==> src/rtl/score_text_writer.sv <==
// score_text_writer: converts a binary score and a lives count into a line of character codes.
// BCD conversion and formatting go to a shadow buffer; the whole line is committed in one cycle.
module score_text_writer #(
  parameter int TEXT_SIZE  = 18,
  parameter int NUM_DIGITS = 5,
  parameter int SCORE_W    = 16,
  parameter int MAX_LIVES  = 5
) (
  input  logic               clk,
  input  logic               rst,
  input  logic               start,
  input  logic [SCORE_W-1:0] score,
  input  logic [2:0]         lives,
  output logic               busy,
  output logic               done,
  output logic [5:0]         text_buf [0:TEXT_SIZE-1]
);
  localparam int BW = 4 * (NUM_DIGITS + 1);
  localparam int CW = $clog2((SCORE_W > TEXT_SIZE ? SCORE_W : TEXT_SIZE) + 1);
  function automatic logic [63:0] pow10(input int n);
    logic [63:0] r;
    r = 64'd1;
    for (int i = 0; i < n; i++) r = r * 64'd10;
    return r;
  endfunction
  localparam logic [63:0] LIMIT = pow10(NUM_DIGITS);
  typedef enum logic [1:0] {IDLE, CONVERT, FORMAT, COMMIT} state_t;
  state_t             state_q, state_d;
  logic [CW-1:0]      cnt_q;
  logic [SCORE_W-1:0] score_q;
  logic [BW-1:0]      bcd_q, bcd_adj;
  logic [2:0]         nl_q;
  logic               sat_q, lz_q, busy_q, done_q;
  logic [5:0]         shadow_q [0:TEXT_SIZE-1];
  logic [5:0]         cell_d;
  logic [3:0]         dig;
  logic [31:0]        idx;
  assign busy = busy_q;
  assign done = done_q;
  always_comb begin
    state_d = state_q;
    unique case (state_q)
      IDLE:    state_d = start ? CONVERT : IDLE;
      CONVERT: state_d = (cnt_q == CW'(SCORE_W - 1)) ? FORMAT : CONVERT;
      FORMAT:  state_d = (cnt_q == CW'(TEXT_SIZE - 1)) ? COMMIT : FORMAT;
      default: state_d = IDLE;
    endcase
  end
  always_comb begin
    bcd_adj = bcd_q;
    for (int i = 0; i < NUM_DIGITS + 1; i++)
      bcd_adj[4*i +: 4] = (bcd_q[4*i +: 4] >= 4'd5) ? bcd_q[4*i +: 4] + 4'd3 : bcd_q[4*i +: 4];
  end
  // Score digits are consumed from the top of bcd_q, which shifts up one digit per score cell.
  always_comb begin
    idx    = 32'(cnt_q);
    dig    = sat_q ? 4'd9 : bcd_q[4*NUM_DIGITS-1 -: 4];
    cell_d = 6'd39;
    if (idx < NUM_DIGITS)
      cell_d = (dig == 4'd0 && lz_q && idx != NUM_DIGITS - 1) ? 6'd39 : {2'b00, dig};
    else if (idx > NUM_DIGITS && idx <= NUM_DIGITS + 32'(nl_q))
      cell_d = 6'd38;
  end
  always_ff @(posedge clk) begin
    if (rst) begin
      state_q <= IDLE;
      cnt_q   <= '0;
      score_q <= '0;
      bcd_q   <= '0;
      nl_q    <= '0;
      sat_q   <= 1'b0;
      lz_q    <= 1'b0;
      busy_q  <= 1'b0;
      done_q  <= 1'b0;
      for (int i = 0; i < TEXT_SIZE; i++) begin
        shadow_q[i] <= 6'd39;
        text_buf[i] <= 6'd39;
      end
    end else begin
      state_q <= state_d;
      cnt_q   <= (state_d != state_q || state_q == IDLE) ? '0 : cnt_q + 1'b1;
      done_q  <= 1'b0;
      case (state_q)
        IDLE: if (start) begin
          score_q <= score;
          nl_q    <= (32'(lives) > MAX_LIVES) ? 3'(MAX_LIVES) : lives;
          sat_q   <= 64'(score) >= LIMIT;
          lz_q    <= 1'b1;
          bcd_q   <= '0;
          busy_q  <= 1'b1;
        end
        CONVERT: begin
          bcd_q   <= BW'({bcd_adj, score_q[SCORE_W-1]});
          score_q <= score_q << 1;
        end
        FORMAT: begin
          shadow_q[cnt_q] <= cell_d;
          if (idx < NUM_DIGITS) begin
            bcd_q <= bcd_q << 4;
            lz_q  <= lz_q && dig == 4'd0;
          end
        end
        COMMIT: begin
          text_buf <= shadow_q;
          done_q   <= 1'b1;
          busy_q   <= 1'b0;
        end
      endcase
    end
  end
endmodule

==> config.mk <==
export PLATFORM = sky130hd
export DESIGN_NAME = score_text_writer
export DESIGN_NICKNAME = d
export VERILOG_FILES = /design/src/rtl/score_text_writer.sv
export SDC_FILE = /design/constraint.sdc
export NUM_CORES = 1
export LEC_CHECK = 0
export BUFFER_PORTS_ARGS = -buffer_cell sky130_fd_sc_hd__buf_2
export CORE_MARGIN = 5
export CORE_UTILIZATION = 55
export CTS_BUF_LIST = sky130_fd_sc_hd__clkbuf_8
export CTS_CLUSTER_SIZE = 40
export DETAILED_ROUTE_END_ITERATION = 12
export HOLD_SLACK_MARGIN = 0.1
export PLACE_DENSITY = 0.77
export SLEW_MARGIN = 10
export SYNTH_ARGS = -nofsm -noshare
export SYNTH_HDL_FRONTEND = slang
export SYNTH_SLANG_ARGS = --single-unit
==> constraint.sdc <==
create_clock -name clk -period 4 [get_ports clk]
set_input_delay 0.2 -clock clk [delete_from_list [all_inputs] [get_ports clk]]
set_output_delay 0.2 -clock clk [all_outputs]
set_load 0.03 [all_outputs]
==> results of run 1 <==
## worst reg2reg max path: stages (launching register included)
cell                       delay, ns
sky130_fd_sc_hd__dfxtp_1        0.43
sky130_fd_sc_hd__inv_1          0.13
sky130_fd_sc_hd__ha_1           0.34
sky130_fd_sc_hd__nor2b_1        0.24
sky130_fd_sc_hd__nor4b_2        0.34
sky130_fd_sc_hd__nand3_1        0.54
sky130_fd_sc_hd__o221ai_2       0.40
## how the worst min path moves through the flow
stage | end | startpoint | slack (ns)
after floorplan | nl_q[2] | start | 0.35
final | nl_q[1] | lives[1] | 0.15
after CTS | nl_q[1] | lives[1] | 0.13
after global routing | text_buf[45] | rst | 0.18
after global placement | shadow_q[5] | shadow_q[5] | 0.41
after detailed placement | shadow_q[5] | shadow_q[5] | 0.42
## cell usage after synthesis, drive strengths merged, types with 18 or more instances
cell type and number:
a21oi 34, buf 47, a22oi 24, a211o 85, nand2 35, nand2b 19
nor2 97, clkbuf 39, mux2i 37, dfxtp 229, a211oi 18, or3 30
and2 41, nor2b 43, inv 32, ha 25
## power groups by stage
stage / combinational (mW) / clock [mW] / sequential [mW]
2_1_floorplan: 0.175 / 0 / 2.37
3_5_place_dp: 0.210 / 0 / 2.37
5_1_grt: 0.251 / 2.17 / 2.32
6_report: 0.228 / 2.00 / 2.32
3_3_place_gp: 0.206 / 0 / 2.37
4_1_cts: 0.227 / 2.04 / 2.32
## state kept, by name, summed over array words and instances (netlist names)
| signal | count |
|---|---|
| bcd_q | 20 |
| busy | 1 |
| cnt_q | 5 |
| done | 1 |
| lz_q | 1 |
| nl_q | 3 |
| score_q | 16 |
| shadow_q | 90 |
| state_q | 2 |
| text_buf | 90 |
## routing by layer
layer / vias up / wire (um)
met1: 3354 / 9260
met5: - / 0
li1: 3539 / -
met4: 0 / 327
met3: 26 / 1380
met2: 185 / 9670
## per-stage QoR
step | hold WS, ns | setup slack (ns) | instances | utilization
2_1_floorplan | 0.347 | 2.04 | 966 | -
3_3_place_gp | 0.415 | 1.41 | 1220 | 0.596
3_5_place_dp | 0.418 | 1.48 | 1220 | 0.596
4_1_cts | 0.128 | 1.47 | 1309 | 0.654
5_1_grt | 0.175 | 1.23 | 1309 | 0.654
6_report | 0.148 | 1.48 | 1309 | 0.654
## what timing repair did
action,in CTS,in global routing
hold buffers,21,0
buffers inserted,0,0
endpoints found under the hold margin,19,0
## final cells by class
cell class / instances / area, um^2
Clock buffer: 46 / 633
Multi-Input combinational cell: 619 / 4320
Clock inverter: 22 / 124
Inverter: 32 / 120
Sequential cell: 229 / 4580
Tap cell: 220 / 275
Fill cell: 1331 / 5750
Timing Repair Buffer: 141 / 835
## logic make-up (layout without fill, tap and decap cells)
kind of cell             after synthesis  in the layout
AO/OA/AOI/OAI                        206            206
XOR/XNOR                               8              8
adder cells (fa/ha/maj)               25             25
buffers and inverters                118            241
flip-flops                           229            229
multiplexers                          45             45
other                                  1             18
AND/OR/NAND/NOR                      317            317
==> metrics.md, run 1 <==
| Metric | Value |
|---|---|
| Reg-to-reg slack, setup | `1.48 ns` |
| Mapped cell area | `approximately 0.0094 mm^2` |
| Slew at the pin closest to its max-slew limit | `1.09 ns` |
| Biggest fanout along the worst timing path | `12` |
| Area delta synth->final | `16.2%` |
| Kind of capture point of the worst setup path | `flip-flop` |
| Die outline area | `0.0198 mm^2` |
| Ranking of synthesized cells by area | `sky130_fd_sc_hd__dfxtp_1, sky130_fd_sc_hd__a211o_1, sky130_fd_sc_hd__mux2i_1, sky130_fd_sc_hd__nor2_1, sky130_fd_sc_hd__ha_1` |
| Clock tree from TritonCTS | `yes` |
| Endpoint of the worst register-to-register path | `bcd_q[16]` |
| Core region area | `0.0166 mm^2` |
| Leading cell types in the layout, fill and taps excluded | `sky130_fd_sc_hd__dfxtp_1, sky130_fd_sc_hd__buf_2, sky130_fd_sc_hd__nor2_1` |
| Largest net degree at the start of global routing | `about 100` |
| Multiplexer share of the synthesized area | `0.0491` |
| Adder-cell area share of the yosys netlist | `0.0334` |
| Count of synthesis-stage warnings from yosys | `0` |
| Largest family of logic cells by synthesized area | `simple AND/OR/NAND/NOR gates` |
| Launching instance or port of the critical path | `state_q[0]` |
| Share of synthesized flip-flops with an asynchronous set or reset | `0` |
| Peak supply drop | `0.000272 V` |
| Clock latency reported for the late side of the worst-skew pair | `0.52 ns` |
| Global-route usage over all layers | `0.205` |
| Average footprint of a synthesized cell | `between 9 and 10 um^2` |
| First-iteration detailed-routing DRC count | `around 370` |
| HPWL after detailed placement | `13500 um` |
| Number of gates on the worst path with buffers counted | `6` |
| Predominant post-synthesis flop cell | `sky130_fd_sc_hd__dfxtp_1` |
| Max-slew violation count | `0` |
| Sum of buffers and inverters on the critical path | `1` |
| FMAX | `397 MHz` |
| Share of layout cells above drive strength 1 | `0.185` |
| Total wirelength of the detailed-routed design | `20600 um` |
| CTS Root Cell | `sky130_fd_sc_hd__clkbuf_8` |
| Unrepaired setup endpoints after global routing | `no` |
| Final layout net count | `1108` |
| Area share of the leading cell type in the synthesized netlist | `0.489` |
| Final Skew | `0.0142 ns` |
| Sequential share of power | `0.510` |
| Cells after Synth | `949` |
| Hold Vio Cnt, Final | `0` |
| Required arrival time at the worst endpoint | `~4.4 ns` |
| Pwr Density | `418 mW/mm^2` |
| Wire length of the first global-routing pass | `34100 um` |
| Library cell occupying the most area in the post-synthesis netlist | `sky130_fd_sc_hd__dfxtp_1` |
| Gp weighted congestion | `just over 0.8` |
| Post-route cell area | `0.0109 mm^2` |
| H-tree level count | `2` |
| Clock-pin slew on the worst setup and hold paths | `0.06 ns` |
| Total number of vias | `between 7000 and 8000` |
| Worst hold path type | `primary input to flip-flop` |
| Residual antenna-violating net count after detailed routing | `0` |
| Register bit total from synthesis | `about 230` |
| Run status | `finished clean` |
| Count of maximum capacitance violations | `0` |
| Depth of the worst register-to-register path | `6` |
| Sum of negative setup slack | `0 ns` |
| Tcrit/Tclk final | `0.629` |
| Die W | `141 um` |
| CTS sink cnt | `229` |
| Pre-Repair DR Iteration Count | `5` |
| Global-route layer with the greatest usage | `met2` |
| Start of the worst register-to-register path | `state_q[0]` |
| Logic gate share of total power | `0.050` |
| Count of boundary I/O pins | `about 130` |
| Max clock buf depth | `3` |
| Resize count post-CTS | `0` |
| Switching share of power | `0.233` |
| Rows | `47` |
| Compound-Gate Fraction of Synth Area | `0.177` |
| Number of enable flip-flop cells after synthesis | `0` |
| Seq/Total Area, Yosys | `0.489` |
| Met1 routing resource usage after global routing | `0.269` |
| Drt via density | `5.43` |
| Buffers on Ports | `113` |
| Worst hold stages | `4` |
| Starting density of the core | `0.563` |
| Met2 Usage GRT | `0.337` |
| Initial antenna violation count | `0` |
| Worst relative slew slack | `0.275` |
| Area after DPL | `0.00992 mm^2` |
| TritonCTS Buffers | `38` |
| Setup violations, final | `0` |
| Commonest non-fill, non-tap cell in the layout | `sky130_fd_sc_hd__dfxtp_1` |
| Total grt overflow | `0` |
| Switch Pwr | `approximately 1.1 mW` |
| Antenna diodes | `0` |
| Internal power | `3.49 mW` |
| Simple-gate share of the synthesized area | `0.185` |
| Remaining DRCs | `0` |
| Die outline height | `141 um` |
| Launching element type of the critical path | `flip-flop` |
| Number of distinct library cells after synthesis | `57` |
| Leakage Power | `4.10 nW` |
| Crit Path Category | `flip-flop to flip-flop` |
| Vias in the first global route | `6849` |
| Arrival time reported for the critical path endpoint | `2.94 ns` |
| Met3 capacity usage during global routing | `0.0501` |
| Clock network fraction of design power | `0.440` |
| Cell family contributing the most delay on the critical path | `simple AND/OR/NAND/NOR gates` |
| Critical path's largest stage delay | `0.54 ns` |
| Ordered cell list for the critical path | `inv_1 -> ha_1 -> nor2b_1 -> nor4b_2 -> nand3_1 -> o221ai_2` |
| End of the critical path | `bcd_q[16]` |
| Xor and xnor area share after synthesis | `0.00747` |
| Clock period minus final worst setup slack | `2.52 ns` |
| Total power | `roughly 4.6 mW` |
| Cell with the largest stage delay on the worst path | `sky130_fd_sc_hd__nand3_1` |
| Wirelength per Cell | `15.8 um` |
No activity file was read; power rests on OpenSTA's default activity.
==> run 2, diff against run 1 <==
Settings changed: CORE_UTILIZATION 55 to 54, PLACE_DENSITY 0.77 to 0.79.
Clock period 4 ns to 2.29 ns, I/O delays scaled along.
==> run 2 against run 1 <==
Clock power rose by 63%. Wire length barely moved. Count of clock-buffer cells in the layout fell by 5. Hold slack got worse by 0.034 ns.
==> metrics.md, run 2 (synthesis gave the netlist of run 1 again) <==
| Metric | Value |
|---|---|
| Fill cell instance count of the final layout | `1413 (+6.2%)` |
| Buffers on Ports | `113 (unchanged)` |
| Total grt overflow | `0 (unchanged)` |
| Wire length of the first global-routing pass | `34000 um (-0.22%)` |
| Clock latency reported for the late side of the worst-skew pair | `0.52 ns (about the same)` |
| Hold Vio Cnt, Final | `0 (unchanged)` |
| Die W | `142 um (+0.86%)` |
| FMAX | `461 MHz (+16%)` |
| Launching element type of the critical path | `flip-flop` |
| Max clock buf depth | `3 (unchanged)` |
| Met1 routing resource usage after global routing | `0.277 (+0.00712)` |
| Total wirelength of the detailed-routed design | `20600 um (about the same)` |
| Pwr Density | `705 mW/mm^2 (+69%)` |
| Slew at the pin closest to its max-slew limit | `0.867 ns (-0.219 ns)` |
| Final layout net count | `1125 (+1.5%)` |
| Vias in the first global route | `6754 (-1.4%)` |
| Die outline area | `0.0201 mm^2 (+1.7%)` |
| HPWL after detailed placement | `13300 um (-2.1%)` |
| Worst relative slew slack | `0.422 (+0.147)` |
| Global-route layer with the greatest usage | `met2` |
| Max-slew violation count | `0 (unchanged)` |
| Run status | `finished clean` |
| Global-route usage over all layers | `0.201 (-0.00373)` |
| First-iteration detailed-routing DRC count | `505 (+37%)` |
| CTS Root Cell | `sky130_fd_sc_hd__clkbuf_8` |
| Peak supply drop | `0.000442 V (+62%)` |
| Area delta synth->final | `17.2%` |
| Met2 Usage GRT | `0.316 (-0.0209)` |
| Die outline height | `142 um (+0.86%)` |
| Rows | `48 (+2.1%)` |
| Largest net degree at the start of global routing | `108 (+6.9%)` |
| Pre-Repair DR Iteration Count | `5 (unchanged)` |
| Clock-pin slew on the worst setup and hold paths | `0.06 ns (about the same)` |
| Sum of negative setup slack | `0 ns (unchanged)` |
| Required arrival time at the worst endpoint | `2.71 ns (-1.72 ns)` |
| Core region area | `0.0172 mm^2 (+3.2%)` |
| Leading cell types in the layout, fill and taps excluded | `sky130_fd_sc_hd__dfxtp_1, sky130_fd_sc_hd__buf_2, sky130_fd_sc_hd__nor2_1` |
| Worst hold path type | `primary input to flip-flop` |
| Antenna diodes | `0 (unchanged)` |
| Regs by FF count | `shadow_q (90), text_buf (90), bcd_q (20)` |
| Kind of capture point of the worst setup path | `flip-flop` |
| Setup violations, final | `0 (unchanged)` |
| TritonCTS Buffers | `37 (-2.6%)` |
| Commonest non-fill, non-tap cell in the layout | `sky130_fd_sc_hd__dfxtp_1` |
| Count of boundary I/O pins | `132 (unchanged)` |
| Crit Path Category | `flip-flop to flip-flop` |
| Clock period minus final worst setup slack | `2.17 ns (-0.348 ns)` |
| Gp weighted congestion | `0.801 (-2.2%)` |
| Tcrit/Tclk final | `0.948 (+0.318)` |
| Clock tree from TritonCTS | `yes` |
| Share of layout cells above drive strength 1 | `0.197 (+0.0114)` |
| Starting density of the core | `0.546 (-0.0175)` |
| Leakage Power | `4.14 nW (+1.0%)` |
| Final Skew | `0.0187 ns (+0.00457 ns)` |
| Wirelength per Cell | `15.6 um (-1.4%)` |
| Utilization after layout | `0.640 (-0.0147)` |
| Count of maximum capacitance violations | `0 (unchanged)` |
| Residual antenna-violating net count after detailed routing | `0 (unchanged)` |
| Arrival time reported for the critical path endpoint | `2.59 ns (-0.35 ns)` |
| Met3 capacity usage during global routing | `0.0458 (-0.00426)` |
| Drt via density | `5.40 (-0.44%)` |
| H-tree level count | `2 (unchanged)` |
| Total number of vias | `7170 (+0.93%)` |
| Initial antenna violation count | `0 (unchanged)` |
| Reg-to-reg slack, setup | `0.12 ns (-1.36 ns)` |
| Biggest fanout along the worst timing path | `11 (-1)` |
| CTS sink cnt | `229 (unchanged)` |
| Remaining DRCs | `0 (unchanged)` |
run 2: cell count changes in the layout (fill, tap and decap cells not counted), sizes merged:
cell         delta
buf            +16
inv             -3
clkinv          +2
dlygate4sd3     +2
clkinvlp        +1
clkbuf          -5
run 2: worst paths after layout:
check / from / end / cells after the start
max: cnt_q[0] / shadow_q[42] / 5
min: rst / bcd_q[0] / 2
max reg2reg: cnt_q[0] / shadow_q[42] / 5
min reg2reg: shadow_q[1] / shadow_q[1] / 1
run 2: per-layer routing:
metal / wire [um] / vias up
met1: 9420 / 3385
met3: 1180 / 37
li1: - / 3564
met4: 437 / 0
met2: 9600 / 184
met5: 0 / -
run 2: cell type report:
class / count / area, um^2 / area share
Multi-Input combinational cell: 619 / 4330 / 0.394
Timing Repair Buffer: 159 / 987 / 0.0898
Inverter: 32 / 120 / 0.0109
Clock buffer: 41 / 564 / 0.0514
Sequential cell: 229 / 4590 / 0.417
Tap cell: 225 / 282 / 0.0256
Clock inverter: 22 / 123 / 0.0112
run 2: stage by stage:
step	instances	total power, mW	setup slack (ns)	cell area (um^2)	hold WS (ns)
after floorplan	966	4.44	0.331	9440	0.262
after global placement	1241	4.51	0.190	10100	0.412
after detailed placement	1241	4.52	0.0644	10100	0.418
after CTS	1327	7.80	0.0253	11000	0.110
after global routing	1327	8.05	-0.0193	11000	0.141
final	1327	7.75	0.120	11000	0.114
run 2: critical path: stages (launching register included):
cell	delay [ns]
sky130_fd_sc_hd__dfxtp_1	0.50
sky130_fd_sc_hd__ha_1	0.39
sky130_fd_sc_hd__inv_1	0.08
sky130_fd_sc_hd__a21oi_1	0.68
sky130_fd_sc_hd__and3b_1	0.26
sky130_fd_sc_hd__a22oi_1	0.15
run 2: power by group:
group          switching (mW)  internal, mW
Clock                    1.52          1.75
Sequential             0.0285          4.03
Combinational           0.267         0.152
Total                    1.81          5.93
run 2: timing repair:
item | 4_1_cts | 5_1_grt
setup endpoints to repair | 0 | 60
resized for setup | 0 | 3
buffers inserted | 0 | 0
endpoints found under the hold margin | 21 | 0
hold buffers | 23 | 0
==> run 3, diff against run 2 <==
Settings changed: CORE_UTILIZATION 54 to 26, PLACE_DENSITY 0.79 to not set.
==> run 3 against run 2 <==
Critical path type unchanged. Largest cell class unchanged. Wire length is 14% higher. Non-clock buffer count is 16 higher. Combinational power is 5.3% higher. Critical endpoint is now nl_q[0]. First-iteration DRC count is 35% lower.
==> metrics.md, run 3 (synthesis gave the netlist of run 1 again) <==
| Metric | Value |
|---|---|
| Wire length of the first global-routing pass | `37400 um (+10%)` |
| First-iteration detailed-routing DRC count | `329 (-35%)` |
| Unrepaired setup endpoints after global routing | `no` |
| Reg-to-reg slack, setup | `0.19 ns (+0.07 ns)` |
| Residual antenna-violating net count after detailed routing | `0 (unchanged)` |
| HPWL after detailed placement | `15800 um (+19%)` |
| Hold Vio Cnt, Final | `0 (unchanged)` |
| Worst hold stages | `1 (-1)` |
| Switching share of power | `0.238 (+0.00354)` |
| Max clock buf depth | `3 (unchanged)` |
| Clock latency reported for the late side of the worst-skew pair | `0.55 ns (+0.03 ns)` |
| Die outline area | `0.0400 mm^2 (+99%)` |
| Run status | `finished clean` |
| Worst Hold Slack | `0.431 ns (+0.317 ns)` |
| Clock tree from TritonCTS | `yes` |
| Biggest fanout along the worst timing path | `6 (-5)` |
| Vias in the first global route | `7073 (+4.7%)` |
| Largest net degree at the start of global routing | `95 (-12%)` |
| Buffers on Ports | `113 (unchanged)` |
| Clock network fraction of design power | `0.479 (+0.057)` |
| Count of boundary I/O pins | `132 (unchanged)` |
| Endpoint of the worst register-to-register path | `nl_q[0]` |
| Pwr Density | `740 mW/mm^2 (+5.0%)` |
| Peak supply drop | `0.000409 V (-7.5%)` |
| Rows | `69 (+44%)` |
| Final Skew | `0.0159 ns (-0.00283 ns)` |
| Pre-Repair DR Iteration Count | `4 (-1)` |
| Launching instance or port of the critical path | `state_q[0]` |
| Drt via density | `4.51 (-16%)` |
| Worst hold path type | `flip-flop to flip-flop` |
| Global-route usage over all layers | `0.115 (-0.0859)` |
| CTS Root Cell | `sky130_fd_sc_hd__clkbuf_8` |
| Launching element type of the critical path | `flip-flop` |
| Tcrit/Tclk final | `0.916 (-0.0318)` |
| Count of maximum capacitance violations | `0 (unchanged)` |
| Clock period minus final worst setup slack | `2.10 ns (-0.0728 ns)` |
| Post-route cell area | `0.0116 mm^2 (+6.0%)` |
| Worst Setup Slack post-DPL | `0.260 ns (+0.196 ns)` |
| Post-CTS setup-driven buffer insertion count | `0 (unchanged)` |
| Internal power | `6.57 mW (+11%)` |
| Core region area | `0.0356 mm^2 (+110%)` |
| Starting density of the core | `0.264 (-0.282)` |
| Start of the worst register-to-register path | `state_q[0]` |
| Wirelength per Cell | `14.8 um (-4.9%)` |
| Gp weighted congestion | `0.749 (-6.4%)` |
| Antenna diodes | `0 (unchanged)` |
| Setup violations, final | `0 (unchanged)` |
| Initial antenna violation count | `0 (unchanged)` |
| Commonest non-fill, non-tap cell in the layout | `sky130_fd_sc_hd__dfxtp_1` |
| Total number of vias | `7188 (+0.25%)` |
| Leading cell types in the layout, fill and taps excluded | `sky130_fd_sc_hd__dfxtp_1, sky130_fd_sc_hd__buf_2, sky130_fd_sc_hd__nor2_1` |
| Worst hold endpoint | `shadow_q[0]` |
| Slew at the pin closest to its max-slew limit | `0.616 ns (-0.251 ns)` |
| Required arrival time at the worst endpoint | `2.72 ns (about the same)` |
| Total grt overflow | `0 (unchanged)` |
| Remaining DRCs | `0 (unchanged)` |
| Final layout net count | `1147 (+2.0%)` |
| Die W | `200 um (+41%)` |
| Total wirelength of the detailed-routed design | `23600 um (+14%)` |
| Logic gate share of total power | `0.051 (-0.003)` |
| Arrival time reported for the critical path endpoint | `2.53 ns (-0.06 ns)` |
| Crit Path Category | `flip-flop to flip-flop` |
| H-tree level count | `2 (unchanged)` |
| Minimum setup slack in the final design | `0.193 ns (+0.0728 ns)` |
| Kind of capture point of the worst setup path | `flip-flop` |
| Total power | `8.62 mW (+11%)` |
| Worst Min Path Start | `shadow_q[0]` |
| Leakage Power | `4.35 nW (+4.9%)` |
| Sum of negative setup slack | `0 ns (unchanged)` |
| CTS sink cnt | `229 (unchanged)` |
| Depth of the worst register-to-register path | `7 (+2)` |
| TritonCTS Buffers | `43 (+16%)` |
| Switch Pwr | `2.05 mW (+13%)` |
| Die outline height | `200 um (+41%)` |
| Area delta synth->final | `24.3%` |
| FMAX | `477 MHz (+3.5%)` |
| Worst relative slew slack | `0.590 (+0.167)` |
| Area after DPL | `0.0105 mm^2 (+4.3%)` |
| Regs by FF count | `shadow_q (90), text_buf (90), bcd_q (20)` |
| Share of layout cells above drive strength 1 | `0.218 (+0.0213)` |
| Max-slew violation count | `0 (unchanged)` |
| Clock-pin slew on the worst setup and hold paths | `0.06 ns (about the same)` |
| Sequential share of power | `0.470 (-0.054)` |
## run 3: power by group through the flow
| stage | Combinational [mW] | Sequential [mW] | Clock, mW |
|---|---|---|---|
| 2_1_floorplan | 0.306 | 4.14 | 0 |
| 3_3_place_gp | 0.399 | 4.14 | 0 |
| 3_5_place_dp | 0.406 | 4.14 | 0 |
| 4_1_cts | 0.441 | 4.06 | 4.29 |
| 5_1_grt | 0.485 | 4.06 | 4.50 |
| 6_report | 0.440 | 4.06 | 4.13 |
## run 3: per-stage QoR
stage / std cells / util
2_1_floorplan: 966 / -
3_3_place_gp: 1492 / 0.295
3_5_place_dp: 1492 / 0.295
4_1_cts: 1593 / 0.327
5_1_grt: 1593 / 0.328
6_report: 1593 / 0.328
## run 3: per-layer routing
layer	routed length (um)	vias up	track usage
li1	-	3625	-
met1	11100	3355	0.155
met2	10400	162	0.178
met3	1560	46	0.0317
met4	561	0	0.0408
met5	0	-	0
## run 3: final cells by class
| type | instances | area (um^2) |
|---|---|---|
| clock inverters | 22 | 150 |
| multi-input cells | 619 | 4330 |
| well taps | 461 | 577 |
| inverters | 32 | 120 |
| repair buffers | 175 | 1130 |
| fillers | 3672 | 23900 |
| clock buffers | 55 | 757 |
| flip-flops and latches | 229 | 4580 |
## run 3: worst max-delay path, cell delays in order, from the launching register on
cell,delay (ns)
sky130_fd_sc_hd__dfxtp_1,0.36
sky130_fd_sc_hd__inv_1,0.14
sky130_fd_sc_hd__ha_1,0.29
sky130_fd_sc_hd__buf_4,0.19
sky130_fd_sc_hd__nand2_2,0.12
sky130_fd_sc_hd__a211oi_1,0.25
sky130_fd_sc_hd__a211oi_1,0.08
sky130_fd_sc_hd__dlygate4sd3_1,0.56
## run 3: worst max-delay path by stage
stage	to	slack (ns)	cells past startpoint
after detailed placement	bcd_q[4]	0.26	6
after CTS	nl_q[0]	0.13	7
after global placement	shadow_q[90]	0.30	7
after floorplan	cnt_q[0]	0.33	8
final	nl_q[0]	0.19	7
after global routing	cnt_q[1]	0.03	7
## run 3: timing repair
| item | 4_1_cts | 5_1_grt |
|---|---|---|
| hold buffers | 24 | 0 |
| gates resized for setup | 0 | 2 |
| hold endpoints to repair | 50 | 0 |
| setup endpoints to repair | 0 | 2 |
